$ cat src/rtl/palette_pkg.sv
// palette_pkg: shared sizes, colour type and entry-address helper for color_palette.
package palette_pkg;
    localparam int NUM_PALETTES   = 8;
    localparam int COLORS_PER_PAL = 4;
    localparam int RGB_W          = 24;
    localparam int PAL_W          = 3;
    localparam int IDX_W          = 2;
    localparam int ADDR_W         = 5;
    typedef logic [RGB_W-1:0] rgb_t;
    function automatic logic [ADDR_W-1:0] pal_addr(input logic [PAL_W-1:0] p, input logic [IDX_W-1:0] i);
        return {p, i};
    endfunction
endpackage

$ cat src/rtl/color_palette.sv
// color_palette: Avalon-MM programmable 8x4 RGB lookup table with a registered pixel lookup.
module color_palette
    import palette_pkg::*;
(
    input  logic              CLK_50,
    input  logic              RESET,
    input  logic              AVL_CS,
    input  logic              AVL_READ,
    input  logic              AVL_WRITE,
    input  logic [ADDR_W-1:0] AVL_ADDR,
    input  logic [3:0]        AVL_BYTE_EN,
    input  logic [31:0]       AVL_WRITEDATA,
    output logic [31:0]       AVL_READDATA,
    input  logic [PAL_W-1:0]  palette,
    input  logic [IDX_W-1:0]  color_index,
    output rgb_t              rgb
);
    rgb_t mem [NUM_PALETTES*COLORS_PER_PAL];
    logic unused;
    assign unused = &{1'b0, AVL_BYTE_EN[3], AVL_WRITEDATA[31:24]};
    // Non-blocking update gives read-before-write when read and write coincide.
    always_ff @(posedge CLK_50 or posedge RESET)
        if (RESET) begin
            for (int i = 0; i < NUM_PALETTES*COLORS_PER_PAL; i++) mem[i] <= '0;
            AVL_READDATA <= '0;
        end else begin
            if (AVL_CS && AVL_WRITE)
                for (int b = 0; b < 3; b++)
                    if (AVL_BYTE_EN[b]) mem[AVL_ADDR][b*8 +: 8] <= AVL_WRITEDATA[b*8 +: 8];
            if (AVL_CS && AVL_READ) AVL_READDATA <= {8'h00, mem[AVL_ADDR]};
        end
    always_ff @(posedge CLK_50 or posedge RESET)
        if (RESET) rgb <= '0;
        else rgb <= mem[pal_addr(palette, color_index)];
endmodule

$ cat config.mk
export PLATFORM = sky130hd
export DESIGN_NAME = color_palette
export DESIGN_NICKNAME = d
export VERILOG_FILES = /design/src/rtl/palette_pkg.sv /design/src/rtl/color_palette.sv
export SDC_FILE = /design/constraint.sdc
export NUM_CORES = 2
export LEC_CHECK = 0
export CORE_MARGIN = 4
export CORE_UTILIZATION = 35
export DETAILED_ROUTE_END_ITERATION = 10
export HOLD_SLACK_MARGIN = 0.12
export PLACE_DENSITY = 0.48
export SLEW_MARGIN = 10
export SYNTH_ARGS = -nofsm -noshare
export SYNTH_HDL_FRONTEND = slang
export SYNTH_SLANG_ARGS = --single-unit
$ cat constraint.sdc
create_clock -name CLK_50 -period 40.5 [get_ports CLK_50]
set_clock_uncertainty 0.05 [all_clocks]
set_input_delay 8.1 -clock CLK_50 [delete_from_list [all_inputs] [get_ports CLK_50]]
set_output_delay 8.1 -clock CLK_50 [all_outputs]
set_load 0.01 [all_outputs]
Yosys cells after proc, flatten, opt, wreduce, memory -nomap -nowiden --
Cells that the tools add are included.
Operators by class: muxes and demuxes 20, bitwise gates (word level) 2, $lt $le $gt $ge 3, reduce and logical (&&, ||, !) cells 3
Operators by type and width (number):
- $mux 768 | 5
- $bwmux 768 | 3
- $demux 24 s5 | 3
- $bmux 24 s5 | 2
- $mux 24 | 5
- $mux 16 | 1
- $ge 6x6->1 const B | 2
- $not 5->6 | 2
- $mux 8 | 1
- $lt 6x1->1 const B | 1
- $logic_and 1x1->1 | 3
Word-level totals: bits of input ports 51, output and inout bits 56, register bits 816, word-level logic and storage cells 62

Depth between registers and ports, before layout --
word-level depth 13, gate-level depth with buffers 9, depth with buffers taken out 5

Least setup slack after synthesis --
OpenSTA, ideal clock, no wires.
kind input-to-reg, from input AVL_ADDR[0], to register AVL_READDATA[5], required time 40.318 ns, buffers on the path 3, stages on the path 6, library setup time 0.132 ns, arrival time 9.630 ns, setup slack 30.688 ns, cells stage by stage buf_4 buf_4 buf_2 mux4_2 a221oi_1 a21oi_1
Between the ends: cells in the longest elaborated chain, start to end 4
RTL lines:
- start: declaration | line color_palette.sv:10 | input logic [ADDR_W-1:0] AVL_ADDR,
- $not 5->6 (implied by the code) | line color_palette.sv:30 | if (AVL_CS && AVL_READ) AVL_READDATA <= {8'h00, mem[AVL_ADDR]};
- $bmux 24 s5 | line color_palette.sv:30
- $mux 24 (implied by the code) (2 in a row) | line color_palette.sv:30
- end signal: assignment | line color_palette.sv:30
- end: declaration | line color_palette.sv:13 | output logic [31:0] AVL_READDATA,
No other way between the ends. The select of a mux whose other input is x is not followed. A chain may end at the register's enable or synchronous reset.

==> results by group <==
Outcome
  • Outcome: complete, no violations

Cells and area
  • Synth-to-Final Area Change: 12.7%
  • Share of cells above drive strength 1: 47.9%
  • Area of the multi-input gates: 21,500 um2
  • Sequential Area: 20,400 um2
  • Fill cells: 11,164
  • Cell area after layout: 48,600 um2
  • Non-Filler Instances: 4,536
  • Nets: 2,884

Synthesis
  • Number of synthesized register bits: 816
  • Asr flop ratio synth: 100%
  • Syn Std Cell Area: 43,100 um2
  • Post-synth EDFFs: 0
  • Unique masters post-synth: 57
  • Area leader, netlist: dfrtp_1
  • Seq/Total Area, Yosys: 47.4%
  • Top FF cell, synth: dfrtp_1
  • Area share of the largest cell type after synthesis: 47.4%
  • Gate Count Post-Synth: 2,816
  • Cell with the most instances after synthesis: dfrtp_1
  • Largest cells by area after synthesis: dfrtp_1 47%, mux2_2 19%, mux4_2 17%, mux2i_1 5.3%, clkbuf_1 0.96%
  • Top cells by count, synth: 816 x dfrtp_1, 728 x mux2_2, 318 x mux4_2, 229 x mux2i_1, 110 x clkbuf_1
  • Synthesized area per cell: 15.3 um2
  • Yosys warns: 0

Clock tree
  • Maximum clock path buffer count: 3
  • Hold Buf Count CTS: 0
  • Clk_lat worst skew: 0.67 ns
  • CTS Sinks: 816
  • Clock-pin slew on the worst setup and hold paths: 0.05 ns
  • Post CTS Setup Buffer Count: 0
  • H-tree depth: 3
  • Resized Gates After CTS: 0
  • Root Driver: clkbuf_16
  • Clock buffer count from CTS: 98
  • TritonCTS clock tree: built

Drt
  • Vias: 26,615
  • Initial drt markers: 1,867
  • Final WL: 145,000 um
  • Number of remaining DRC errors: 0
  • Wirelength per Cell: 31.9 um
  • Routed Antenna Nets: 0
  • DRT Pass-1 Iters: 5
  • Vias per cell: 5.87

STA
  • Worst hold margin: 0.451 ns
  • RSZ-0062 raised after global routing: false
  • Period utilisation layout: 29.5%
  • Fmax: 83.6 MHz
  • Max-slew headroom: 15.1%
  • Pins Over Slew Limit: 0
  • Setup TNS Final: 0 ns
  • Tmin final: 11.96 ns
  • Setup violators final: 0
  • Final Hold Viols: 0
  • Worst Max-Slew Pin Slew: 1.27 ns

Worst setup path
  • Worst R2R Setup Slack: 38.28 ns
  • WP data arrival: 12.58 ns
  • Crit-path max FO: 116
  • Critical Path RT: 41.12 ns
  • Slowest CP cell: buf_4
  • CP Class: in -> async
  • Critical path's largest stage delay: 0.84 ns
  • Critical path launch point type: input pin
  • Largest delay share family, worst path: buffers and inverters
  • Critical path capture point type: asynchronous set/reset pin
  • CP bufs+invs: 6
  • CP cell instances: clkdlybuf4s50_1 -> inv_8 -> buf_4 -> buf_4 -> buf_4 -> buf_4
  • Most used cell, CP: buf_4

Placement
  • DP Area: 45,300 um2
  • GPL Wtd Cong: 0.796
  • Placed Cells: 4,358
  • Half-perimeter wire length after placement: 96,900 um
  • Port bufs: 89

Power
  • Power density over the cells: 43.6 nW/um2
  • Peak supply drop: 31.4 uV
  • Lkg Pwr: 21.9 nW

Floorplan
  • Die Width: 359 um
  • Core outline area: 122,000 um2
  • Die footprint: 129,000 um2
  • Row count: 128
  • Die Y-Extent: 359 um
  • Initial Util: 35.3%
  • IO Pins: 107

Global routing
  • Tot GR Track Use: 22.3%
  • First-pass GRT wire length: 212,000 um
  • Gr ovfl total: 0
  • Vias in the first global route: 28,595
  • Largest net degree at the start of global routing: 157
  • Initial antenna violation count: 12

Hold path
  • Worst hold path type: reg -> reg

Job
  • Max Cap Viol: 0
-- sequential cells by signal, summed over array words and instances (netlist names) --
| register | count |
|---|---|
| AVL_READDATA | 24 |
| rgb | 24 |
| mem | 768 |
-- cell usage in the layout, fill, tap and decap left out, types with 8 or more instances in the layout --
cell,n
a21oi_1,8
a221oi_1,32
a22o_1,34
a22oi_1,31
a31oi_1,16
buf_4,62
clkbuf_1,19
clkbuf_16,101
clkbuf_8,26
clkdlybuf4s50_1,79
clkinv_2,18
conb_1,8
dfrtp_1,816
mux2_1,28
mux2_2,728
mux2_4,16
mux2i_1,229
mux4_2,318
nand2_1,29
nand2_4,8
nor2_1,41
nor2_2,35
nor2_4,25
nor2_8,14
nor4_1,14
o21ai_0,20
o22ai_1,47
-- layout make-up --
type                            count  area share, %
Antenna cell                        1        0.00515
Sequential cell                   816           42.0
Clock inverter                     31          0.716
Multi-Input combinational cell   1763           44.2
Clock buffer                      146           6.08
Tap cell                         1625           4.18
Timing Repair Buffer              152           2.82
Inverter                            2         0.0309
-- path summary, 6_finish.rpt --
path,cells after the start,endpoint,startpoint
worst max-delay path,6,mem[37],RESET
worst min-delay path,1,AVL_READDATA[3],AVL_READDATA[3]
worst max register to register,4,rgb[0],mem[432]
worst min register to register,1,AVL_READDATA[3],AVL_READDATA[3]
max in group CLK_50,8,AVL_READDATA[13],AVL_ADDR[0]
min in group asynchronous,2,mem[431],RESET
-- cell families (layout without fill, tap and decap cells) --
group	after synthesis	in the layout	synth area share, %
other	1	9	0.00870
DFF	816	816	47.4
AOI/OAI and AO/OA	201	201	3.38
buffers and inverters	244	331	2.94
and+or+nand+nor	235	235	4.06
muxes	1319	1319	42.2
-- report_power, final --
group | internal, W | total, W | switching, W
Sequential | 0.000884 | 0.000936 | 0.0000518
Combinational | 0.000138 | 0.000278 | 0.000141
Clock | 0.000546 | 0.000905 | 0.000359
-- per-layer routing --
metal / wire [um] / track usage [%]
met1: 64400 / 31.4
met2: 68200 / 35.4
met3: 8620 / 4.30
met4: 3630 / 5.91
met5: 50 / 0
-- stage by stage --
| stage | util [%] | total power [W] | worst slack (ns) |
|---|---|---|---|
| floorplan | - | 0.00113 | 9.43 |
| global route | 39.8 | 0.00221 | 27.73 |
| detailed placement | 37.1 | 0.00123 | 27.55 |
| global placement | 37.1 | 0.00122 | 27.73 |
| CTS | 39.8 | 0.00215 | 28.28 |
| finish | 39.8 | 0.00212 | 28.54 |
(Power assumes the default switching activity.)
